[src/rtl/pdm_uart_pkg.sv]
// Shared types and constants for the PDM-to-UART streamer.
package pdm_uart_pkg;

    typedef enum logic [1:0] {StIdle, StHeader, StData, StTrailer} print_state_e;

    localparam logic [7:0] HDR_HEX  = 8'h50;  // 'P'
    localparam logic [7:0] HDR_BIN  = 8'hA5;
    localparam logic [7:0] ASCII_CR = 8'h0D;
    localparam logic [7:0] ASCII_LF = 8'h0A;

    // Uppercase ASCII hex digit for one nibble.
    function automatic logic [7:0] nib_to_ascii(input logic [3:0] nib);
        return (nib < 4'd10) ? (8'h30 + {4'h0, nib}) : (8'h37 + {4'h0, nib});
    endfunction

endpackage

[src/rtl/pdm_frame_capture.sv]
// Deserialises PDM bits into per-channel words and hands complete frames
// to a single-entry holding buffer; drops and flags frames when it is full.
module pdm_frame_capture #(
    parameter int unsigned CHANNELS  = 2,
    parameter int unsigned WORD_BITS = 8
) (
    input  logic                          clk,
    input  logic                          rst,
    input  logic                          enable,
    input  logic                          pdm_sample,
    input  logic [CHANNELS-1:0]           pdm_data,
    input  logic                          clear_ovf,
    input  logic                          hold_clear,
    output logic [CHANNELS*WORD_BITS-1:0] hold_data,
    output logic                          hold_valid,
    output logic                          overflow
);
    localparam int unsigned FW    = CHANNELS * WORD_BITS;
    localparam int unsigned CNT_W = $clog2(WORD_BITS);
    localparam logic [CNT_W-1:0] LAST_CNT = CNT_W'(WORD_BITS - 1);

    logic [CNT_W-1:0] cnt_q, cnt_d;
    logic [FW-1:0]    shift_q, shift_d, shifted;
    logic             frame_done, accept, drop;

    // Next shift-register contents with the current bit appended at the LSB.
    always_comb begin
        shifted = '0;
        for (int ch = 0; ch < CHANNELS; ch++) begin
            shifted[ch*WORD_BITS +: WORD_BITS] =
                {shift_q[ch*WORD_BITS +: WORD_BITS-1], pdm_data[ch]};
        end
    end

    // A frame is accepted if the buffer is empty or being drained this cycle.
    always_comb begin
        frame_done = enable && pdm_sample && (cnt_q == LAST_CNT);
        accept     = frame_done && (!hold_valid || hold_clear);
        drop       = frame_done && !accept;
        cnt_d      = cnt_q;
        shift_d    = shift_q;
        if (!enable) begin
            cnt_d   = '0;
            shift_d = '0;
        end else if (pdm_sample) begin
            shift_d = shifted;
            cnt_d   = frame_done ? '0 : cnt_q + 1'b1;
        end
    end

    // Capture state, holding buffer and sticky overflow.
    always_ff @(posedge clk or posedge rst) begin
        if (rst) begin
            cnt_q      <= '0;
            shift_q    <= '0;
            hold_data  <= '0;
            hold_valid <= 1'b0;
            overflow   <= 1'b0;
        end else begin
            cnt_q   <= cnt_d;
            shift_q <= shift_d;
            if (accept) begin
                hold_data  <= shifted;
                hold_valid <= 1'b1;
            end else if (hold_clear) begin
                hold_valid <= 1'b0;
            end
            if (drop) begin
                overflow <= 1'b1;
            end else if (clear_ovf) begin
                overflow <= 1'b0;
            end
        end
    end

endmodule

[src/rtl/pdm_uart_streamer.sv]
// Captures multi-channel PDM frames and prints each one as a framed byte
// stream (ASCII hex or raw binary) through a UART transmitter handshake.
module pdm_uart_streamer #(
    parameter int unsigned CHANNELS  = 2,
    parameter int unsigned WORD_BITS = 8,
    parameter int unsigned HEX_MODE  = 1
) (
    input  logic                clk,
    input  logic                rst,
    input  logic                enable,
    input  logic                pdm_sample,
    input  logic [CHANNELS-1:0] pdm_data,
    input  logic                clear_ovf,
    input  logic                tx_busy,
    output logic [7:0]          tx_data,
    output logic                new_tx_data,
    output logic                overflow,
    output logic                busy
);
    import pdm_uart_pkg::*;

    localparam int unsigned FW    = CHANNELS * WORD_BITS;
    localparam int unsigned UNITS = (HEX_MODE != 0) ? WORD_BITS / 4 : WORD_BITS / 8;
    localparam logic [2:0]  LAST_IDX = 3'(UNITS - 1);
    localparam logic [1:0]  LAST_CH  = 2'(CHANNELS - 1);
    localparam logic [7:0]  HDR      = (HEX_MODE != 0) ? HDR_HEX : HDR_BIN;

    print_state_e state_q, state_d;
    logic [FW-1:0] hold_data, print_q, print_d;
    logic          hold_valid, hold_clear;
    logic [2:0]    idx_q, idx_d;
    logic [1:0]    ch_q, ch_d;
    logic [7:0]    tx_data_d, data_byte;
    logic          new_tx_data_d, can_send;

    pdm_frame_capture #(
        .CHANNELS (CHANNELS),
        .WORD_BITS(WORD_BITS)
    ) u_capture (
        .clk       (clk),
        .rst       (rst),
        .enable    (enable),
        .pdm_sample(pdm_sample),
        .pdm_data  (pdm_data),
        .clear_ovf (clear_ovf),
        .hold_clear(hold_clear),
        .hold_data (hold_data),
        .hold_valid(hold_valid),
        .overflow  (overflow)
    );

    assign busy     = (state_q != StIdle) || hold_valid;
    // Registered pulse forces at least one idle cycle between bytes.
    assign can_send = !tx_busy && !new_tx_data;

    // Select the current data byte: a hex digit or a raw byte, MSB first.
    always_comb begin
        int base;
        base      = 0;
        data_byte = '0;
        if (HEX_MODE != 0) begin
            base      = int'(ch_q) * int'(WORD_BITS) + int'(WORD_BITS) - 4 - 4 * int'(idx_q);
            data_byte = nib_to_ascii(print_q[base +: 4]);
        end else begin
            base      = int'(ch_q) * int'(WORD_BITS) + int'(WORD_BITS) - 8 - 8 * int'(idx_q);
            data_byte = print_q[base +: 8];
        end
    end

    // Printer next-state and byte issue.
    always_comb begin
        state_d       = state_q;
        print_d       = print_q;
        idx_d         = idx_q;
        ch_d          = ch_q;
        tx_data_d     = tx_data;
        new_tx_data_d = 1'b0;
        hold_clear    = 1'b0;
        unique case (state_q)
            StIdle: begin
                if (hold_valid) begin
                    print_d    = hold_data;
                    hold_clear = 1'b1;
                    // Header goes out in the same step when possible to save a cycle.
                    if (can_send) begin
                        tx_data_d     = HDR;
                        new_tx_data_d = 1'b1;
                        state_d       = StData;
                    end else begin
                        state_d = StHeader;
                    end
                end
            end
            StHeader: begin
                if (can_send) begin
                    tx_data_d     = HDR;
                    new_tx_data_d = 1'b1;
                    state_d       = StData;
                end
            end
            StData: begin
                if (can_send) begin
                    tx_data_d     = data_byte;
                    new_tx_data_d = 1'b1;
                    if (idx_q == LAST_IDX) begin
                        idx_d = '0;
                        if (ch_q == LAST_CH) begin
                            ch_d    = '0;
                            state_d = (HEX_MODE != 0) ? StTrailer : StIdle;
                        end else begin
                            ch_d = ch_q + 1'b1;
                        end
                    end else begin
                        idx_d = idx_q + 1'b1;
                    end
                end
            end
            StTrailer: begin
                if (can_send) begin
                    tx_data_d     = (idx_q == 3'd0) ? ASCII_CR : ASCII_LF;
                    new_tx_data_d = 1'b1;
                    if (idx_q == 3'd0) begin
                        idx_d = 3'd1;
                    end else begin
                        idx_d   = '0;
                        state_d = StIdle;
                    end
                end
            end
            default: state_d = StIdle;
        endcase
    end

    // Printer state register and registered UART outputs.
    always_ff @(posedge clk or posedge rst) begin
        if (rst) begin
            state_q     <= StIdle;
            print_q     <= '0;
            idx_q       <= '0;
            ch_q        <= '0;
            tx_data     <= '0;
            new_tx_data <= 1'b0;
        end else begin
            state_q     <= state_d;
            print_q     <= print_d;
            idx_q       <= idx_d;
            ch_q        <= ch_d;
            tx_data     <= tx_data_d;
            new_tx_data <= new_tx_data_d;
        end
    end

endmodule

[config.mk]
export PLATFORM = sky130hd
export DESIGN_NAME = pdm_uart_streamer
export DESIGN_NICKNAME = d
export VERILOG_FILES = /design/src/rtl/pdm_uart_pkg.sv /design/src/rtl/pdm_frame_capture.sv /design/src/rtl/pdm_uart_streamer.sv
export SDC_FILE = /design/constraint.sdc
export NUM_CORES = 1
export LEC_CHECK = 0
export BUFFER_PORTS_ARGS = -buffer_cell sky130_fd_sc_hd__buf_2
export CAP_MARGIN = 5
export CORE_ASPECT_RATIO = 1.4
export CORE_UTILIZATION = 50
export DETAILED_ROUTE_END_ITERATION = 6
export GPL_TIMING_DRIVEN = 1
export PLACE_DENSITY = 0.7
export SLEW_MARGIN = 20
export SYNTH_ARGS = -nofsm -noshare
export SYNTH_HDL_FRONTEND = slang
export SYNTH_SLANG_ARGS = --single-unit
[constraint.sdc]
create_clock -name clk -period 2.3 [get_ports clk]
set_clock_uncertainty 0.1 [all_clocks]
set_input_delay 0.115 -clock clk [delete_from_list [all_inputs] [get_ports clk]]
set_output_delay 0.115 -clock clk [all_outputs]
set_load 0.005 [all_outputs]
# Word-level counts from Yosys, hierarchy flattened
# Cells that the tools add are included.
totals:
  reg_bits: 68
  latchBits: 0
  ram_bits: 0
  mem_bits_ro: 0
  inputBits: 8
  output_inout_bits: 11
  wordCells: 94
  mem_count: 0
op_classes:
  addsub: 8
  mul: 0
  div_mod_pow: 0
  order_cmp: 1
  eq_ne: 14
  shift: 1
  muxes: 36
  bitwise_logic: 0
  n_reduce_logical: 23
op_table:
  columns: ["op", "n"]
  rows:
  - ["$mux W8", 4]
  - ["$pmux W8 S4", 1]
  - ["$shiftx A16 B32 Y4", 1]
  - ["$sub A32 B4 Y32 const B", 1]
  - ["$sub A32 B6 Y32", 1]
  - ["$mux W15", 2]
  - ["$mux W3", 7]
  - ["$mux W2", 9]
  - ["$add A6 B4 Y7 const A", 2]
  - ["$ne A2 B2 Y1 const B", 6]
  - ["$mux W1", 9]
  - ["$reduce_and A3 Y1", 3]
  - ["$pmux W2 S4", 1]
  - ["$reduce_bool A2 Y1", 4]
  - ["$mux W7", 1]
  - ["$reduce_and A7 Y1", 1]
  - ["$add A3 B1 Y3 const B", 2]
  - ["$add A5 B4 Y6 const B", 1]
  - ["$pmux W3 S2", 1]
  - ["$logic_and A1 B1 Y1", 5]
  - ["$eq A2 B1 Y1 const B", 2]
  - ["$eq A2 B2 Y1 const B", 2]
  - ["$logic_not A1 Y1", 4]
  - ["$lt A4 B4 Y1 const B", 1]
  - ["other kinds (10)", 12]

# Logic depth before layout (Yosys ltp)
# Gate-level depths: netlist of the first run.
logic_depth:
  depth_word: 8
  mapped_depth: 8
  ltp_nobuf: 7

# By module
# From an unflattened synthesis of the first run, not the netlist that was laid out.
unflattened:
  cells_unflattened: 244
  hier_area_um2: 3141.8
by_module_without_submodules:
  columns: ["module", "n_inst", "cells_per_inst", "area_per_inst_um2", "seq_area_each_um2"]
  rows:
  - ["pdm_uart_streamer", 1, 143, 1644.1, 775.7]
  - ["pdm_frame_capture", 1, 101, 1497.7, 875.8]

# Least setup slack after synthesis of the first run
# Ideal clock, no wire load.
synth_path:
  path_type: "flip-flop to flip-flop"
  from: "register idx_q[1]"
  to: "register tx_data[0]"
  setup_time_ns: 0.086
  t_arrival_ns: 1.939
  required_ns: 2.114
  path_slack_ns: 0.175
  stages_incl_launch_ff: 9
  path_buffers: 1
  synth_period_minus_slack_ns: 2.125
  path_cell_list: "dfrtp_1 > inv_1 > ha_1 > buf_6 > mux4_2 > o21ai_4 > xnor2_1 > a21oi_1 > nor3_1"
synth_via:
  elab_chain_cells: 6
  elab_cells_between_ends: 11
  cone_classes: "add/sub: 3; order compare: 1; shift: 1; mux: 5; reduce/logical: 1"
synth_rtl:
  columns: ["element", "line", "text"]
  rows:
  - ["start, declared", "pdm_uart_streamer.sv:31", "logic [2:0] idx_q, idx_d;"]
  - ["start signal, assigned", "pdm_uart_streamer.sv:146", "idx_q <= idx_d;"]
  - ["$sub A32 B6 Y32", "pdm_uart_streamer.sv:62", "base = int'(ch_q) * int'(WORD_BITS) + int'(WORD_BITS) - 4 - 4 * int'(idx_q);"]
  - ["$shiftx A16 B32 Y4", "pdm_uart_streamer.sv:63", "data_byte = nib_to_ascii(print_q[base +: 4]);"]
  - ["$add A6 B4 Y7 / $lt A4 B4 Y1 (equally long branches)", "pdm_uart_pkg.sv:13", "return (nib < 4'd10) ? (8'h30 + {4'h0, nib}) : (8'h37 + {4'h0, nib});"]
  - ["$mux W7", "pdm_uart_pkg.sv:13", null]
  - ["$mux W8", "pdm_uart_streamer.sv:102", "if (can_send) begin"]
  - ["$pmux W8 S4 (*)", "pdm_uart_streamer.sv:79", "unique case (state_q)"]
  - ["end signal, assigned", "pdm_uart_streamer.sv:148", "tx_data <= tx_data_d;"]
  - ["end, declared", "pdm_uart_streamer.sv:15", "output logic [7:0] tx_data,"]
# Mark *: on every way between the ends. The rest lies on a longest branch, timed or not. The select of a mux whose other input is x is not followed.
# A chain may end at the register's enable or synchronous reset.

# Final worst setup path of the first run
layout_path:
  from: "register ch_q[0]"
  to: "register tx_data[2]"
layout_via:
  elab_chain_cells: 8
  elab_cells_between_ends: 10
  cone_classes: "add/sub: 5; order compare: 1; shift: 1; mux: 3"
layout_rtl:
  columns: ["element", "line", "text"]
  rows:
  - ["start, declared", "pdm_uart_streamer.sv:32", "logic [1:0] ch_q, ch_d;"]
  - ["start signal, assigned", "pdm_uart_streamer.sv:147", "ch_q <= ch_d;"]
  - ["$add A5 B4 Y6 (*)", null, null]
  - ["$sub A32 B4 Y32 (*)", "pdm_uart_streamer.sv:62", null]
  - ["$sub A32 B6 Y32 (*)", "pdm_uart_streamer.sv:62", null]
  - ["$shiftx A16 B32 Y4 (*)", "pdm_uart_streamer.sv:63", null]
  - ["$add A6 B4 Y7 / $lt A4 B4 Y1 (equally long branches)", "pdm_uart_pkg.sv:13", null]
  - ["$mux W7 (*)", "pdm_uart_pkg.sv:13", null]
  - ["$mux W8 (*)", "pdm_uart_streamer.sv:102", null]
  - ["$pmux W8 S4 (*)", "pdm_uart_streamer.sv:79", null]
# Marked as above.

==> impl_metrics.py, run 1 <==
metrics = {
    "layout": {
        "seq_area_sq_um": 1650,
        "drive_gt1_share_pct": 28.1,
        "final_cell_area_sq_um": 3460,
        "fin_cells": 344,
        "antenna_cells": 0,
        "areaGrowthSynthToFinish_pct": 13.1,
        "layout.nets": 287,
        "multi_input_area_sq_um": 1300,
        "nFillCells": 497,
    },
    "grt": {
        "grt_max_degree": 67,
        "antenna_found_initial": 0,
        "grt_pass1_wl_um": 8370,
        "grt.total_usage_pct": 18.2,
        "grt-ovfl-total": 0,
        "grt_pass1_vias": 1713,
    },
    "yosys": {
        "synth_top_area_share_pct": 53.9,
        "synthFlopType": "dfrtp_1",
        "synth_xor_area_share_pct": 0.858,
        "synth-compound-area-share_pct": 6.33,
        "ys_async_sr_fraction_pct": 100,
        "synthAdderAreaFrac_pct": 4.08,
        "synth.distinct_cells": 34,
        "yosys-top-cells-area": "dfrtp_1 54%, mux2_2 12%, mux2i_1 6.5%",
        "avgSynthCellArea_sq_um": 12.6,
        "synth_cells": 243,
        "ys_seq_area_share_pct": 53.9,
        "synth-seq-cells": 66,
        "synthMuxAreaShare_pct": 21.2,
        "yosys-top-cells-count": "66 x dfrtp_1, 32 x mux2_2, 20 x mux2i_1",
        "yosysMostFrequentCell": "dfrtp_1",
        "synth_warnings": 0,
        "yosysTopAreaCell": "dfrtp_1",
        "synth_edf_count": 0,
        "synth-simple-area-share_pct": 9.60,
        "syn_area_sq_um": 3060,
        "synth_top_family_by_area": "multiplexers",
        "synth_nets": 261,
    },
    "clock_network": {
        "post_cts_buffers": 0,
        "cts.sinks": 66,
        "numCtsBuffers": 9,
        "clkTransAtPathRegs_ps": 70,
        "h-tree-depth": 3,
        "cts_tree": "done",
        "clock_latency_ps": 330,
        "clockBufferDepth": 2,
        "clock-root-buffer": "clkbuf_8",
    },
    "routing": {
        "drtPass1Iterations": 4,
        "viasPerCell": 5.44,
        "drt-wirelength-per-cell_um": 15.0,
        "postRouteAntennaNets": 0,
        "routed_wl_um": 5150,
        "route.detailed.drc": 0,
        "via_count": 1873,
        "first_iter_violations": 150,
    },
    "sta": {
        "relSlewSlack_pct": 62.6,
        "finalHoldViolCount": 0,
        "finalSetupViolations": 0,
        "drv_slew": 0,
        "fin_tns_setup_ps": 0,
        "fmax_mhz": 464,
        "min_period_ps": 2160,
        "worst_pin_slew_ps": 560,
        "rsz0062_at_grt": "no",
        "period_share_pct": 93.8,
    },
    "pwr": {
        "powerDensity_nw_per_um2": 884,
        "peakVddDrop_uv": 567,
        "leakagePower_nw": 1.70,
    },
    "job": {
        "maxCapViolCount": 0,
    },
    "worst_setup_path": {
        "r2r_cells": 5,
        "crit_arrival_ps": 2300,
        "end_kind": "flip-flop",
        "slowest_delay_ps": 580,
        "slowest_stage": "mux4_2",
        "worstPathRequired_ps": 2440,
        "path_max_fanout": 5,
        "start_kind": "flip-flop",
        "crit_type": "reg -> reg",
        "critical_path.cell_chain": "ha_2 > mux4_2 > nor3b_2 > nand3b_1 > a31oi_1",
    },
    "die": {
        "core_sq_um": 5860,
        "pin_count": 19,
        "dieHeight_um": 94.6,
        "design.die.area_sq_um": 6450,
        "die_x_um": 68.2,
        "core.rowCount": 33,
        "start_util_pct": 52.2,
    },
    "placement": {
        "placed_cell_area_sq_um": 3210,
        "hpwl_um": 3590,
        "gp_congestion": 0.843,
        "numPlacedInstances": 323,
        "portBuffers": 17,
    },
    "worst_hold_path": {
        "holdPathStages": 3,
        "worstHoldPathType": "in -> reg",
    },
    "status": {
        "outcome": "completed",
    },
}
-- layout by cell type (no fill, tap or decap), types with 9 or more instances in the layout --
master	netlist	layout
nand2_1	9	9
dfrtp_1	66	66
mux2i_1	20	20
buf_2	5	17
nor2_1	9	9
nor2b_1	17	17
mux2_2	32	32
o21ai_0	10	10
clkbuf_8	1	11
ha_1	10	9
-- timing repair --
| item | in CTS | in global routing |
|---|---|---|
| resized for setup | 0 | 2 |
| hold buffers | 5 | 0 |
| endpoints found under the hold margin | 72 | 0 |
| setup endpoints to repair | 0 | 2 |
-- cell families (layout without fill, tap and decap cells) --
logic type	count (synthesis)	count (layout)
DFF	66	66
muxes	56	56
and+or+nand+nor	55	55
AOI/OAI and AO/OA	30	30
buffers and inverters	22	53
adders and majority gates	10	10
xor gates and xnor gates	3	3
other	1	1
-- path summary, 6_finish.rpt --
kind | to | from | slack, ps
max | tx_data[2] | ch_q[0] | 140
min | u_capture.hold_valid | enable | 50
max reg2reg | tx_data[2] | ch_q[0] | 140
min reg2reg | tx_data[6] | tx_data[6] | 370
max in group asynchronous | u_capture.hold_data[9] | rst | 1510
min in group asynchronous | state_q[1] | rst | 290
-- power breakdown --
| group | switching, mW | total (mW) | leakage [nW] | internal (mW) |
|---|---|---|---|---|
| Sequential | 0.0903 | 1.36 | 0.897 | 1.27 |
| Combinational | 0.413 | 0.732 | 0.697 | 0.320 |
| Clock | 0.407 | 0.967 | 0.101 | 0.560 |
| Total | 0.910 | 3.06 | 1.70 | 2.15 |
-- registers in the layout, summed over array words and instances, names as in the netlist --
name and flops:
u_capture.shift_q 14, tx_data 7, print_q 16, u_capture.hold_valid 1
new_tx_data 1, u_capture.cnt_q 3, u_capture.hold_data 16, u_capture.overflow 1
state_q 2, ch_q 2, idx_q 3
-- routing by layer --
layer	part of all wire [%]	GRT usage (%)	vias to the layer above
met3	1.8	5.80	9
met2	50	27.6	19
met1	45	23.0	947
met4	2.3	9.03	0
met5	0	0	-
li1	-	-	898
-- worst max-delay path: cells and delay by family, from the launching register on --
family                     cells  cell delay (ps)
DFF                            1              410
muxes                          1              580
and+or+nand+nor                2              340
AOI/OAI and AO/OA              1              210
adders and majority gates      1              420
-- through the flow --
step / utilization (%) / setup WS, ps / total power, mW / hold WS (ps)
6_report: 59.1 / 143 / 3.06 / 46.1
5_1_grt: 59.1 / 65.7 / 3.25 / 40.9
4_1_cts: 59.0 / 73.4 / 3.10 / 26.9
3_5_place_dp: 54.7 / 84.2 / 2.11 / 116
3_3_place_gp: 54.7 / 174 / 2.09 / 115
2_1_floorplan: - / 175 / 1.96 / 124
-- layout make-up --
| class | instances | area share (%) |
|---|---|---|
| Clock buffer | 14 | 4.69 |
| Clock inverter | 2 | 1.01 |
| Inverter | 9 | 0.975 |
| Multi-Input combinational cell | 155 | 37.6 |
| Sequential cell | 66 | 47.7 |
| Tap cell | 70 | 2.53 |
| Timing Repair Buffer | 28 | 5.56 |
(Power assumes the default switching activity.)
==> run 2: changes to the inputs <==
--- a/config.mk
+++ b/config.mk
@@ -9,6 +9,7 @@
 export CAP_MARGIN = 5
 export CORE_ASPECT_RATIO = 1.4
 export CORE_UTILIZATION = 50
+export CTS_BUF_LIST = sky130_fd_sc_hd__clkbuf_8 sky130_fd_sc_hd__clkbuf_16
 export DETAILED_ROUTE_END_ITERATION = 6
 export GPL_TIMING_DRIVEN = 1
 export PLACE_DENSITY = 0.7
==> impl_metrics.py, run 2 (synthesis gave the netlist of run 1 again) <==
metrics = {
    "status": {
        "outcome": "completed",
    },
    "routing": {
        "route.detailed.drc": 0,
        "viasPerCell": 5.46,
        "first_iter_violations": 109,
        "via_count": 1877,
        "postRouteAntennaNets": 0,
        "routed_wl_um": 5160,
        "drtPass1Iterations": 4,
        "drt-wirelength-per-cell_um": 15.0,
    },
    "worst_setup_path": {
        "cp_num_buf_inv": 0,
        "critical_path.cell_chain": "ha_2 > mux4_2 > nor3b_2 > nand3b_1 > a31oi_1",
        "crit_arrival_ps": 2300,
        "worstPathRequired_ps": 2450,
        "path_max_fanout": 5,
        "crit_family": "multiplexers",
        "end_kind": "flip-flop",
        "crit_type": "reg -> reg",
        "start_kind": "flip-flop",
        "slowest_stage": "mux4_2",
        "slowest_delay_ps": 580,
    },
    "die": {
        "core.rowCount": 33,
        "design.die.area_sq_um": 6450,
        "dieHeight_um": 94.6,
        "die_x_um": 68.2,
        "start_util_pct": 52.2,
        "core_sq_um": 5860,
        "pin_count": 19,
    },
    "placement": {
        "hpwl_um": 3590,
        "place_ws_ps": 84.2,
        "placed_cell_area_sq_um": 3210,
        "gp_congestion": 0.843,
        "portBuffers": 17,
    },
    "layout": {
        "layout_commonest_cell": "dfrtp_1",
        "final_cell_mix": "66 x dfrtp_1, 32 x mux2_2, 20 x mux2i_1",
        "multi_input_area_sq_um": 1300,
        "reg.largest.list": "print_q (16), u_capture.hold_data (16), u_capture.shift_q (14)",
        "seq_area_sq_um": 1650,
        "antenna_cells": 0,
        "drive_gt1_share_pct": 28.1,
        "areaGrowthSynthToFinish_pct": 13.1,
        "layout.nets": 287,
        "final_cell_area_sq_um": 3460,
        "nFillCells": 497,
    },
    "clock_network": {
        "clkTransAtPathRegs_ps": 70,
        "clock_latency_ps": 330,
        "cts_tree": "done",
        "clockBufferDepth": 2,
        "cts.sinks": 66,
        "clock-root-buffer": "clkbuf_8",
        "numCtsBuffers": 9,
        "post_cts_buffers": 0,
        "h-tree-depth": 3,
    },
    "job": {
        "maxCapViolCount": 0,
    },
    "sta": {
        "finalSetupViolations": 0,
        "rsz0062_at_grt": "no",
        "fin_tns_setup_ps": 0,
        "relSlewSlack_pct": 62.9,
        "worst_pin_slew_ps": 557,
        "min_period_ps": 2160,
        "period_share_pct": 93.8,
        "fin_ws_ps": 144,
        "fmax_mhz": 464,
        "finalHoldViolCount": 0,
        "drv_slew": 0,
    },
    "worst_hold_path": {
        "worstHoldPathType": "in -> reg",
    },
    "pwr": {
        "powerDensity_nw_per_um2": 881,
        "leakagePower_nw": 1.71,
        "peakVddDrop_uv": 567,
    },
    "grt": {
        "grt_max_degree": 67,
        "grt_pass1_wl_um": 8370,
        "grt_pass1_vias": 1713,
        "grt.total_usage_pct": 18.2,
        "grt-ovfl-total": 0,
        "antenna_found_initial": 0,
    },
}
-- run 2: cell count changes in the layout (fill, tap and decap cells not counted) --
cell      delta
clkbuf_1     -3
inv_1        +3
-- run 2: final timing paths --
kind                            start                     end  slack, ps  depth (start not counted)
setup / recovery              ch_q[0]              tx_data[2]        140                          5
hold / removal                 enable    u_capture.hold_valid         40                          3
setup reg to reg              ch_q[0]              tx_data[2]        140                          5
hold reg to reg            tx_data[6]              tx_data[6]        370                          2
max in group asynchronous         rst  u_capture.hold_data[9]       1520                          4
min in group asynchronous         rst              state_q[1]        290                          4
-- run 2: through the flow --
stage               hold WS (ps)  power [mW]  instances  utilization [%]
global placement             115        2.09        323             54.7
finish                      42.9        3.05        344             59.1
global route                40.8        3.24        344             59.1
floorplan                    124        1.96        243                -
detailed placement           116        2.11        323             54.7
CTS                         26.4        3.09        344             59.0
-- run 2: routing by layer --
layer | track usage [%] | wire length (um) | vias up
li1 | - | - | 899
met1 | 23.0 | 2340 | 949
met2 | 27.6 | 2600 | 19
met3 | 5.80 | 97 | 10
met4 | 9.03 | 127 | 0
met5 | 0 | 0 | -
-- run 2: area by class of cell --
cell class | instances | area share, %
flip-flops and latches | 66 | 47.7
multi-input cells | 155 | 37.6
repair buffers | 28 | 5.56
clock buffers | 11 | 4.37
well taps | 70 | 2.53
clock inverters | 5 | 1.34
inverters | 9 | 0.975
-- run 2: worst min-delay path, cell delays in order --
cell	delay, ps
buf_2	120
nand3_1	140
nand2_1	70
-- run 2: repair_timing --
action / 4_1_cts / 5_1_grt
hold buffers: 5 / 0
endpoints found under the hold margin: 72 / 0
setup endpoints to repair: 0 / 2
gates resized for setup: 0 / 2
-- run 2: power by group --
part           total [mW]  internal [mW]  switching (mW)
sequential           1.36           1.27          0.0905
combinational       0.733          0.320           0.413
clock               0.957          0.547           0.410
total                3.05           2.14           0.914
==> run 3: changes to the inputs <==
--- a/config.mk
+++ b/config.mk
@@ -8,6 +8,7 @@
 export BUFFER_PORTS_ARGS = -buffer_cell sky130_fd_sc_hd__buf_2
 export CAP_MARGIN = 5
 export CORE_ASPECT_RATIO = 1.4
+export CORE_MARGIN = 2
 export CORE_UTILIZATION = 50
 export CTS_BUF_LIST = sky130_fd_sc_hd__clkbuf_8 sky130_fd_sc_hd__clkbuf_16
 export DETAILED_ROUTE_END_ITERATION = 6
==> impl_metrics.py, run 3 (synthesis gave the netlist of run 1 again) <==
metrics = {
    "status": {
        "outcome": "completed",
    },
    "sta": {
        "min_period_ps": 2170,
        "finalHoldViolCount": 0,
        "relSlewSlack_pct": 63.3,
        "worst_pin_slew_ps": 550,
        "finalSetupViolations": 0,
        "worst_hold_slack_ps": 49.6,
        "period_share_pct": 94.4,
        "fin_tns_setup_ps": 0,
        "drv_slew": 0,
        "fmax_mhz": 461,
        "rsz0062_at_grt": "no",
        "fin_ws_ps": 129,
    },
    "worst_setup_path": {
        "r2r_cells": 6,
        "reg2reg_slack_ps": 130,
        "path_max_fanout": 5,
        "cp_num_buf_inv": 0,
        "r2r-start": "ch_q[0]",
        "worstPathRequired_ps": 2450,
        "critical_path.cell_chain": "ha_2 > mux4_2 > o21ai_4 > xnor2_1 > a21oi_1 > nor3_1",
        "crit_type": "reg -> reg",
        "crit_arrival_ps": 2320,
        "end_kind": "flip-flop",
        "slowest_delay_ps": 590,
        "timing.rr.end": "tx_data[0]",
        "crit_family": "multiplexers",
        "start_kind": "flip-flop",
        "slowest_stage": "mux4_2",
    },
    "routing": {
        "topRoutingLayerUsed": "met4",
        "via_count": 1836,
        "postRouteAntennaNets": 0,
        "first_iter_violations": 86,
        "routed_wl_um": 5110,
        "viasPerCell": 5.35,
        "wl_met2_um": 2560,
        "route.detailed.drc": 0,
        "dr_wl_met3_um": 127,
        "drt-wirelength-per-cell_um": 14.9,
        "drtPass1Iterations": 4,
        "wl_met1_um": 2300,
    },
    "placement": {
        "place_ws_ps": 86.6,
        "hpwl_um": 3610,
        "placed_cell_area_sq_um": 3220,
        "gp_congestion": 0.841,
        "portBuffers": 17,
    },
    "die": {
        "dieHeight_um": 96.6,
        "design.die.area_sq_um": 6780,
        "pin_count": 19,
        "start_util_pct": 51.9,
        "core_sq_um": 5900,
        "die_x_um": 70.2,
        "core.rowCount": 33,
    },
    "layout": {
        "reg.largest.list": "print_q (16), u_capture.hold_data (16), u_capture.shift_q (14)",
        "layout_commonest_cell": "dfrtp_1",
        "final_cell_area_sq_um": 3470,
        "drive_gt1_share_pct": 29.3,
        "final_cell_mix": "66 x dfrtp_1, 32 x mux2_2, 20 x mux2i_1",
        "antenna_cells": 0,
        "final_util_pct": 58.8,
        "layout.nets": 287,
        "areaGrowthSynthToFinish_pct": 13.4,
    },
    "grt": {
        "grt_max_degree": 67,
        "grt_pass1_wl_um": 8940,
        "grt-ovfl-total": 0,
        "antenna_found_initial": 0,
        "grt.total_usage_pct": 17.0,
        "grt_pass1_vias": 1857,
    },
    "pwr": {
        "peakVddDrop_uv": 415,
        "leakagePower_nw": 1.70,
        "powerDensity_nw_per_um2": 861,
    },
    "clock_network": {
        "clockBufferDepth": 2,
        "post_cts_buffers": 0,
        "numCtsBuffers": 9,
        "clkTransAtPathRegs_ps": 70,
        "clock_latency_ps": 340,
        "cts_tree": "done",
        "cts.sinks": 66,
        "clock-root-buffer": "clkbuf_8",
        "h-tree-depth": 3,
    },
    "job": {
        "maxCapViolCount": 0,
    },
    "worst_hold_path": {
        "worstHoldPathType": "in -> reg",
        "holdPathStages": 3,
        "hold_start": "enable",
        "whs_endpoint": "u_capture.hold_valid",
    },
}
## run 3: cell types whose count changed in the layout (fill, tap and decap cells not counted), sizes merged
cell and change:
bufinv -1, clkinv +1, clkbuf +2, inv -3
## run 3: worst max path at each step
stage | start | to | slack (ps) | cells past startpoint
4_1_cts | ch_q[0] | tx_data[2] | 70 | 5
2_1_floorplan | idx_q[1] | tx_data[0] | 180 | 8
6_report | ch_q[0] | tx_data[0] | 130 | 6
5_1_grt | ch_q[0] | tx_data[0] | 20 | 6
3_3_place_gp | ch_q[0] | tx_data[2] | 170 | 5
3_5_place_dp | ch_q[0] | tx_data[2] | 90 | 5
## run 3: power by group
| part | internal (mW) | switching, mW | total, mW |
|---|---|---|---|
| registers | 1.27 | 0.0915 | 1.36 |
| logic | 0.320 | 0.405 | 0.725 |
| clock network | 0.499 | 0.402 | 0.902 |
## run 3: cell type report
cell class / count / area [sq um]
fillers: 501 / 2430
flip-flops and latches: 66 / 1650
multi-input cells: 155 / 1310
repair buffers: 28 / 205
clock buffers: 13 / 179
well taps: 70 / 87.6
inverters: 9 / 33.8
clock inverters: 2 / 10.0
## run 3: worst register-to-register path, cell delays in order (launching register included)
cell and delay (ps):
dfrtp_1 420, ha_2 430, mux4_2 590, o21ai_4 200, xnor2_1 130, a21oi_1 80, nor3_1 140
## run 3: what timing repair did
item	4_1_cts	5_1_grt
gates resized for setup	0	3
setup endpoints to repair	0	4
hold endpoints to repair	72	0
hold buffers	5	0
## run 3: per-stage QoR
| step | std cells | power [mW] |
|---|---|---|
| finish | 343 | 2.99 |
| global route | 343 | 3.18 |
| CTS | 343 | 3.03 |
| detailed placement | 323 | 2.11 |
| global placement | 323 | 2.09 |
| floorplan | 243 | 1.96 |
## run 3: layer usage
metal,up-vias,track usage (%)
met1,903,20.8
met5,-,0
li1,899,-
met2,24,27.6
met3,10,4.06
met4,0,8.88
